--- config.mk ---
export PLATFORM = sky130hd
export DESIGN_NAME = rate_scaler_readout_arb
export DESIGN_NICKNAME = d
export VERILOG_FILES = /design/src/rtl/rate_scaler_readout_arb.sv
export SDC_FILE = /design/constraint.sdc
export NUM_CORES = 1
export LEC_CHECK = 0
export ABC_AREA = 1
export CORE_AREA = 2 2 123 101
export CTS_CLUSTER_SIZE = 16
export DETAILED_ROUTE_END_ITERATION = 10
export DIE_AREA = 0 0 125 103
export PLACE_DENSITY = 0.86
export SYNTH_ARGS = -nofsm -noshare
export SYNTH_HDL_FRONTEND = slang
export SYNTH_SLANG_ARGS = --single-unit
--- constraint.sdc ---
create_clock -name clk -period 7.16 [get_ports clk]
set_clock_uncertainty 0.15 [all_clocks]
set_input_delay 1.79 -clock clk [delete_from_list [all_inputs] [get_ports clk]]
set_output_delay 1.79 -clock clk [all_outputs]
set_load 0.02 [all_outputs]
--- src/rtl/rate_scaler_readout_arb.sv ---
// rate_scaler_readout_arb
// Gathers one count per channel per counting period into one-deep per-channel
// buffers, then round-robin arbitrates them onto a single readout stream.
// A buffer overwritten before it was read marks the next word from that
// channel with out_lost.
//
// Handshake: a word transfers on a rising clk where out_valid && out_ready.
// While out_valid is high and out_ready is low, every out_* field holds.
// out_valid never drops without a transfer, except on reset.
module rate_scaler_readout_arb #(
  parameter int P_N_CH    = 4,
  parameter int P_N_WIDTH = 16,
  parameter int P_CH_W    = 2,
  parameter int P_SEQ_W   = 8
) (
  input  logic                          clk,
  input  logic                          rst_n,
  input  logic [P_N_CH-1:0]             ch_en,
  input  logic [P_N_CH-1:0]             ch_update,
  input  logic [P_N_CH-1:0]             ch_valid,
  input  logic [P_N_CH*P_N_WIDTH-1:0]   ch_cnt,
  output logic                          out_valid,
  input  logic                          out_ready,
  output logic [P_CH_W-1:0]             out_ch,
  output logic [P_N_WIDTH-1:0]          out_cnt,
  output logic                          out_cnt_valid,
  output logic                          out_lost,
  output logic [P_SEQ_W-1:0]            out_seq,
  output logic [P_N_CH-1:0]             pending
);

  logic [P_N_WIDTH-1:0] hold_cnt [P_N_CH];
  logic [P_N_CH-1:0]    hold_vld;
  logic [P_N_CH-1:0]    pend;
  logic [P_N_CH-1:0]    lost;
  logic [P_N_CH-1:0]    pend_elig;
  logic [P_N_CH-1:0]    grant_oh;
  logic [P_N_CH-1:0]    pop_oh;
  logic [P_CH_W-1:0]    rr_ptr;
  logic [P_CH_W-1:0]    grant_ch;
  logic [P_CH_W-1:0]    rr_next;
  logic [P_N_WIDTH-1:0] sel_cnt;
  logic                 sel_vld;
  logic                 sel_lost;
  logic                 found;
  logic                 load;

  // Channel index base+k folded back into 0..P_N_CH-1 (base < P_N_CH, k <= P_N_CH).
  function automatic int wrap_idx(input int base, input int k);
    int s;
    s = base + k;
    return (s >= P_N_CH) ? s - P_N_CH : s;
  endfunction

  assign pend_elig = pend & ch_en;
  assign load      = (!out_valid || out_ready) && (|pend_elig);
  assign pop_oh    = load ? grant_oh : '0;
  assign pending   = pend;

  // Grant search: first eligible channel at or above rr_ptr, wrapping around.
  always_comb begin
    found    = 1'b0;
    grant_oh = '0;
    grant_ch = '0;
    rr_next  = '0;
    sel_cnt  = '0;
    sel_vld  = 1'b0;
    sel_lost = 1'b0;
    for (int k = 0; k < P_N_CH; k++) begin
      if (!found && pend_elig[wrap_idx(int'(rr_ptr), k)]) begin
        found                                = 1'b1;
        grant_oh[wrap_idx(int'(rr_ptr), k)] = 1'b1;
        grant_ch = P_CH_W'(wrap_idx(int'(rr_ptr), k));
        rr_next  = P_CH_W'(wrap_idx(int'(rr_ptr), k + 1));
        sel_cnt  = hold_cnt[wrap_idx(int'(rr_ptr), k)];
        sel_vld  = hold_vld[wrap_idx(int'(rr_ptr), k)];
        sel_lost = lost[wrap_idx(int'(rr_ptr), k)];
      end
    end
  end

  // Per-channel buffers: capture beats pop, disable clears pend/lost.
  always_ff @(posedge clk or negedge rst_n) begin
    if (!rst_n) begin
      for (int i = 0; i < P_N_CH; i++) hold_cnt[i] <= '0;
      hold_vld <= '0;
      pend     <= '0;
      lost     <= '0;
    end else begin
      for (int i = 0; i < P_N_CH; i++) begin
        if (!ch_en[i]) begin
          pend[i] <= 1'b0;
          lost[i] <= 1'b0;
        end else if (ch_update[i]) begin
          hold_cnt[i] <= ch_cnt[i*P_N_WIDTH +: P_N_WIDTH];
          hold_vld[i] <= ch_valid[i];
          pend[i]     <= 1'b1;
          // Old data delivered this cycle means nothing was lost.
          if (pop_oh[i])    lost[i] <= 1'b0;
          else if (pend[i]) lost[i] <= 1'b1;
        end else if (pop_oh[i]) begin
          pend[i] <= 1'b0;
          lost[i] <= 1'b0;
        end
      end
    end
  end

  // Output stage and round-robin pointer: load a granted word or drain.
  always_ff @(posedge clk or negedge rst_n) begin
    if (!rst_n) begin
      out_valid     <= 1'b0;
      out_ch        <= '0;
      out_cnt       <= '0;
      out_cnt_valid <= 1'b0;
      out_lost      <= 1'b0;
      rr_ptr        <= '0;
    end else if (load) begin
      out_valid     <= 1'b1;
      out_ch        <= grant_ch;
      out_cnt       <= sel_cnt;
      out_cnt_valid <= sel_vld;
      out_lost      <= sel_lost;
      rr_ptr        <= rr_next;
    end else if (out_valid && out_ready) begin
      out_valid <= 1'b0;
    end
  end

  // Sequence number labels the presented word; advances on each transfer.
  always_ff @(posedge clk or negedge rst_n) begin
    if (!rst_n) begin
      out_seq <= '0;
    end else if (out_valid && out_ready) begin
      out_seq <= out_seq + 1'b1;
    end
  end

endmodule

==> impl_metrics.yaml, run 1 <==
run_status:
  run_status: "complete, no violations"
global_route:
  grt_use_total_pct: 29.0
  antenna_found_initial: 0
  grt_max_degree: 111
  grt_pass1_vias: 6205
  grt_pass1_wl_um: 29900
  gr-total-overflow: 0
worst_hold_path:
  holdPathEnd: "out_seq[7]"
  holdCritStartpoint: "out_seq[7]"
  min_path_type: "flip-flop to flip-flop"
  min_path_cells: 1
finish:
  drive_above_1_share_pct: 4.78
  multi_input_area_um2: 3400
  design_area_um2: 8170
  nets: 1151
  regArea_um2: 2680
  instances_no_fill: 1220
  nFillCells: 1018
  syn_to_final_growth_pct: 21.0
  diodes: 0
setup_path:
  end_kind: "flip-flop"
  crit_fanout: 30
  crit_path_start: "ch_en[3]"
  cp-start-kind: "input pin"
  crit_arrival_ps: 4110
  criticalPathCategory: "input pin to flip-flop"
  r2r_cells: 12
  r2r-start: "rr_ptr[0]"
  r2r-end: "out_cnt[2]"
  rrSetupSlack_ps: 3670
  worstPathRequired_ps: 7280
synthesis:
  syn_avg_cell_area_um2: 6.83
  synth_top_flop_cell: "dfrtp_1"
  synthTopCellsByCount: "313 x nand2_1, 124 x o21ai_0, 107 x dfrtp_1, 100 x inv_1, 95 x nor2_1"
  async_reset_ff_share_pct: 100
  ys_ff_latch: 107
  syn-num-nets: 1076
  synth_top_area_cell: "dfrtp_1"
  ys_types: 31
  synthTopCellsByArea: "dfrtp_1 40%, nand2_1 17%, o21ai_0 9.2%"
  yosysWarnings: 0
  synth_cells: 988
  yosys.cell_count.top_type: "nand2_1"
  synth.top_cell.area_share_pct: 39.7
  synth_area_um2: 6750
  yosysSeqAreaShare_pct: 39.7
  synth_edf_count: 0
power_and_ir_drop:
  vdd_drop_max_mv: 0.205
  finalPower_mw: 3.41
  p_per_area_nw_per_um2: 417
  p_leak_nw: 3.98
cts:
  h-tree-depth: 3
  cts_resized: 0
  cts_hold_buf: 0
  clock_latency_ps: 350
  cts.sinks: 107
  cts_tree: "done"
  post_cts_buffers: 0
  numCtsBuffers: 9
  clkSlewWorstSetupHoldPaths_ps: 70
  root_buffer: "clkbuf_16"
  clk_path_buf_depth: 2
route:
  post_drt_wl_per_cell_um: 14.9
  drt_first_pass_iters: 5
  vias: 6671
  avgViaCountPerCell: 5.47
  drc: 0
  final_antenna_net_count: 0
  finalWirelength_um: 18200
  drtIter0Drc: 499
placed_design:
  port_buffers: 111
  dp.cells: 1204
  placed_cell_area_um2: 7840
  dp_hpwl_um: 12400
  place_worst_setup_slack_ps: 2890
  place.gp.congestion: 0.866
die:
  core_um2: 11800
  die-area_um2: 12900
  initial_core_util_pct: 57.2
  ios: 112
  die_h_um: 103
  row_count: 36
  fp.dieW_um: 125
sta:
  slew_headroom_pct: 25.8
  rsz0062_at_grt: "false"
  finalWorstSetupSlack_ps: 3170
  fmax_mhz: 250
  period_share_pct: 55.8
  finalSetupViolCount: 0
  finalHoldViolCount: 0
  finalCriticalPeriod_ps: 3990
  worstMarginPinSlew_ps: 1110
  setup_tns_ps: 0
  maxSlewViolCount: 0
job:
  cap_violations: 0
logic make-up after synthesis:
| logic type | Yosys count | share of synthesized area, % |
|---|---|---|
| AND/OR/NAND/NOR | 490 | 30.9 |
| AO/OA/AOI/OAI | 211 | 16.0 |
| buffers and inverters | 159 | 9.88 |
| flip-flops | 107 | 39.7 |
| adder cells (fa/ha/maj) | 9 | 1.67 |
| XOR/XNOR | 6 | 0.779 |
| multiplexers | 6 | 1.00 |
how the worst max path moves through the flow:
stage | slack, ps | to
3_5_place_dp | 2890 | rr_ptr[1]
4_1_cts | 3230 | rr_ptr[1]
6_report | 3170 | rr_ptr[1]
2_1_floorplan | 4150 | pending[0]
5_1_grt | 2920 | rr_ptr[1]
3_3_place_gp | 3020 | rr_ptr[0]
area by class of cell:
type	count	share of cell area, %
sequential	107	32.8
timing repair buffer	121	14.5
tap	152	2.33
clock inverter	7	1.18
multi-input combinational	722	41.7
inverter	102	4.72
clock buffer	9	2.76
placed cells by master (no fill, tap or decap), types with 9 or more instances in the layout:
cell type,count
clkbuf_16,9
a21oi_1,63
o21ai_0,123
dfrtp_1,106
clkdlybuf4s50_1,110
inv_1,100
nand4_1,14
o21ai_1,16
ha_1,9
nand2_1,313
nand3b_1,18
nand3_1,33
nor2_1,95
buf_4,11
critical path, cell delays in order:
cell and delay (ps):
clkdlybuf4s50_1 550, nand2_1 150, nand4_1 130, o21ai_1 70, buf_4 220, inv_1 720, nand2_1 150, inv_1 130
o21ai_0 110, o21ai_0 90
per-layer routing:
| metal | up-vias | track usage [%] | share of wire [%] |
|---|---|---|---|
| li1 | 3289 | - | - |
| met1 | 3067 | 36.6 | 42 |
| met2 | 259 | 49.4 | 47 |
| met3 | 56 | 4.26 | 6.0 |
| met4 | 0 | 15.3 | 4.5 |
| met5 | - | 0 | 0 |
registers in the layout (all words and copies together) (netlist names):
register and flops:
pending 4, out_ch 2, hold_vld 4, out_lost 1
out_valid 1, out_cnt_valid 1, out_cnt 16, out_seq 8
hold_cnt 64, rr_ptr 2, lost 4
where the power goes:
part | switching (mW) | total, mW | internal [mW]
registers | 0.128 | 0.871 | 0.743
clock network | 0.233 | 0.542 | 0.309
logic | 1.29 | 1.99 | 0.700
through the flow:
| stage | utilization (%) | hold WS [ps] |
|---|---|---|
| 6_report | 69.2 | 331 |
| 5_1_grt | 69.2 | 373 |
| 4_1_cts | 69.2 | 335 |
| 3_5_place_dp | 66.5 | 322 |
| 3_3_place_gp | 66.5 | 316 |
| 2_1_floorplan | - | 339 |
No activity file was read; power rests on OpenSTA's default activity.
==> run 2: changes to the inputs <==
--- a/config.mk
+++ b/config.mk
@@ -6,11 +6,11 @@
 export NUM_CORES = 1
 export LEC_CHECK = 0
 export ABC_AREA = 1
-export CORE_AREA = 2 2 123 101
+export CORE_AREA = 2 2 135 110
 export CTS_CLUSTER_SIZE = 16
 export DETAILED_ROUTE_END_ITERATION = 10
-export DIE_AREA = 0 0 125 103
-export PLACE_DENSITY = 0.86
+export DIE_AREA = 0 0 137 112
+export PLACE_DENSITY = 0.76
 export SYNTH_ARGS = -nofsm -noshare
 export SYNTH_HDL_FRONTEND = slang
 export SYNTH_SLANG_ARGS = --single-unit
==> constraint.sdc (replaced) <==
create_clock -name clk -period 3.43 [get_ports clk]
set_clock_uncertainty 0.15 [all_clocks]
set_input_delay 0.8575 -clock clk [delete_from_list [all_inputs] [get_ports clk]]
set_output_delay 0.8575 -clock clk [all_outputs]
set_load 0.02 [all_outputs]
==> run 2 against run 1 <==
Sequential share of layout area down 0.44 points. Setup slack worse by 2600 ps. Wire length down 0.67%. Global-route usage down 4.0 points. Die area up 19%. Core utilization down 10 points. Worst hold slack worse by 22 ps. Critical path type is now flip-flop to flip-flop. Count of clock-buffer cells in the layout up 2. Final cell count up 3.2%. Combinational power up 120%. Non-clock buffer count up 7. Via count down 1.7%.
==> impl_metrics.yaml, run 2 (same netlist as run 1, synthesis figures left out) <==
cts:
  cts.sinks: 107
  clk_path_buf_depth: 2
  clkSlewWorstSetupHoldPaths_ps: 70
  cts_hold_buf: 0
  post_cts_buffers: 0
  clock_latency_ps: 350
  h-tree-depth: 3
  root_buffer: "clkbuf_16"
  cts_resized: 0
  numCtsBuffers: 9
  cts_tree: "done"
die:
  initial_core_util_pct: 48.0
  row_count: 39
  ios: 112
  die-area_um2: 15300
  fp.dieW_um: 137
  die_h_um: 112
  core_um2: 14100
sta:
  finalSetupViolCount: 0
  setup_tns_ps: 0
  finalWorstSetupSlack_ps: 595
  worstMarginPinSlew_ps: 712
  maxSlewViolCount: 0
  hold_slack_ps: 309
  finalCriticalPeriod_ps: 2840
  rsz0062_at_grt: "false"
  fmax_mhz: 353
  slew_headroom_pct: 52.5
  finalHoldViolCount: 0
  period_share_pct: 82.7
finish:
  top_register: "hold_cnt"
  nets: 1158
  syn_to_final_growth_pct: 22.6
  drive_above_1_share_pct: 5.30
  diodes: 0
  layout_commonest_cell: "nand2_1"
  largest_reg_flops: 64
  final_cell_mix: "313 x nand2_1, 123 x o21ai_0, 110 x clkdlybuf4s50_1"
  reg_top3: "hold_cnt: 64 flops, out_cnt: 16 flops, out_seq: 8 flops"
run_status:
  run_status: "complete, no violations"
setup_path:
  max_stage_delay_ps: 480
  cpLargestDelayFamily: "buffers and inverters"
  crit_fanout: 17
  slowest_stage: "dfrtp_4"
  cp-start-kind: "flip-flop"
  r2r_cells: 13
  rrSetupSlack_ps: 590
  worstPathRequired_ps: 3520
  critPathBufInv: 4
  path_common_cell: "nand2_1"
  crit_chain: "inv_2 > ha_1 > buf_4 > inv_1 > nand2_1 > nand2_4 > nor2_8 > nand2_1 > inv_1 > nand2_1 > nand3b_1 > nand2_1 > nand2_1"
  crit_path_start: "rr_ptr[0]"
  end_kind: "flip-flop"
  r2r-start: "rr_ptr[0]"
  crit_arrival_ps: 2930
  r2r-end: "out_cnt[0]"
  cp_num_cells: 13
  criticalPathCategory: "flip-flop to flip-flop"
route:
  final_antenna_net_count: 0
  drtIter0Drc: 408
  avgViaCountPerCell: 5.21
  finalWirelength_um: 18100
  vias: 6556
  drc: 0
  post_drt_wl_per_cell_um: 14.4
  drt_first_pass_iters: 6
worst_hold_path:
  min_path_type: "input pin to asynchronous set/reset pin"
global_route:
  grt_pass1_vias: 6370
  grt_max_degree: 83
  grt_pass1_wl_um: 30400
  gr-total-overflow: 0
  antenna_found_initial: 0
  grt_use_total_pct: 25.0
power_and_ir_drop:
  finalPower_mw: 7.17
  p_leak_nw: 4.01
  vdd_drop_max_mv: 0.629
  p_int_mw: 3.74
  power.switching_mw: 3.43
  p_per_area_nw_per_um2: 866
  pwr-share-clk_pct: 15.9
  power_frac_seq_pct: 24.3
  combPwrFrac_pct: 59.8
  swShare_pct: 47.8
placed_design:
  dp_hpwl_um: 12800
  place.gp.congestion: 0.889
  place_worst_setup_slack_ps: 369
  port_buffers: 111
job:
  cap_violations: 0
## run 2: cell types whose count changed in the layout (fill, tap and decap cells not counted), sizes merged
cell / change
buf: +7
clkbuf: +2
clkinv: -2
clkinvlp: +2
inv: -2
## run 2: worst register-to-register path: stages (launching register included)
cell and delay (ps):
dfrtp_4 480, inv_2 230, ha_1 300, buf_4 210, inv_1 360, nand2_1 160
nand2_4 140, nor2_8 50, nand2_1 150, inv_1 150, nand2_1 90, nand3b_1 110
nand2_1 80, nand2_1 50
## run 2: power groups by stage
| stage | Sequential, mW | Combinational (mW) | Clock (mW) |
|---|---|---|---|
| after floorplan | 1.92 | 2.95 | 0 |
| after global placement | 1.76 | 4.17 | 0 |
| after detailed placement | 1.77 | 4.24 | 0 |
| after CTS | 1.75 | 4.27 | 1.15 |
| after global routing | 1.78 | 4.86 | 1.19 |
| final | 1.74 | 4.29 | 1.14 |
## run 2: metrics by stage
step / instance area [um2] / util, % / cells
4_1_cts: 8280 / 58.9 / 1259
3_3_place_gp: 7950 / 56.6 / 1243
5_1_grt: 8280 / 58.9 / 1259
3_5_place_dp: 7950 / 56.6 / 1243
2_1_floorplan: 6750 / - / 988
6_report: 8280 / 58.9 / 1259
## run 2: area by class of cell
type,count,area (um2)
Fill cell,1343,5780
Multi-Input combinational cell,722,3400
Sequential cell,107,2680
Timing Repair Buffer,128,1250
Inverter,102,385
Clock buffer,11,243
Tap cell,184,230
Clock inverter,5,83.8
## run 2: worst max-delay path by stage
stage,to,slack (ps)
6_report,out_cnt[0],590
5_1_grt,out_cnt[0],430
4_1_cts,out_cnt[0],640
3_5_place_dp,pending[2],370
3_3_place_gp,pending[1],420
2_1_floorplan,out_cnt[6],670
## run 2: routing by layer
| layer | up-vias | track usage [%] | routed length [um] |
|---|---|---|---|
| li1 | 3300 | - | - |
| met1 | 3016 | 32.8 | 8030 |
| met2 | 204 | 40.9 | 8450 |
| met3 | 36 | 4.74 | 1050 |
| met4 | 0 | 9.35 | 568 |
| met5 | - | 0 | 0 |
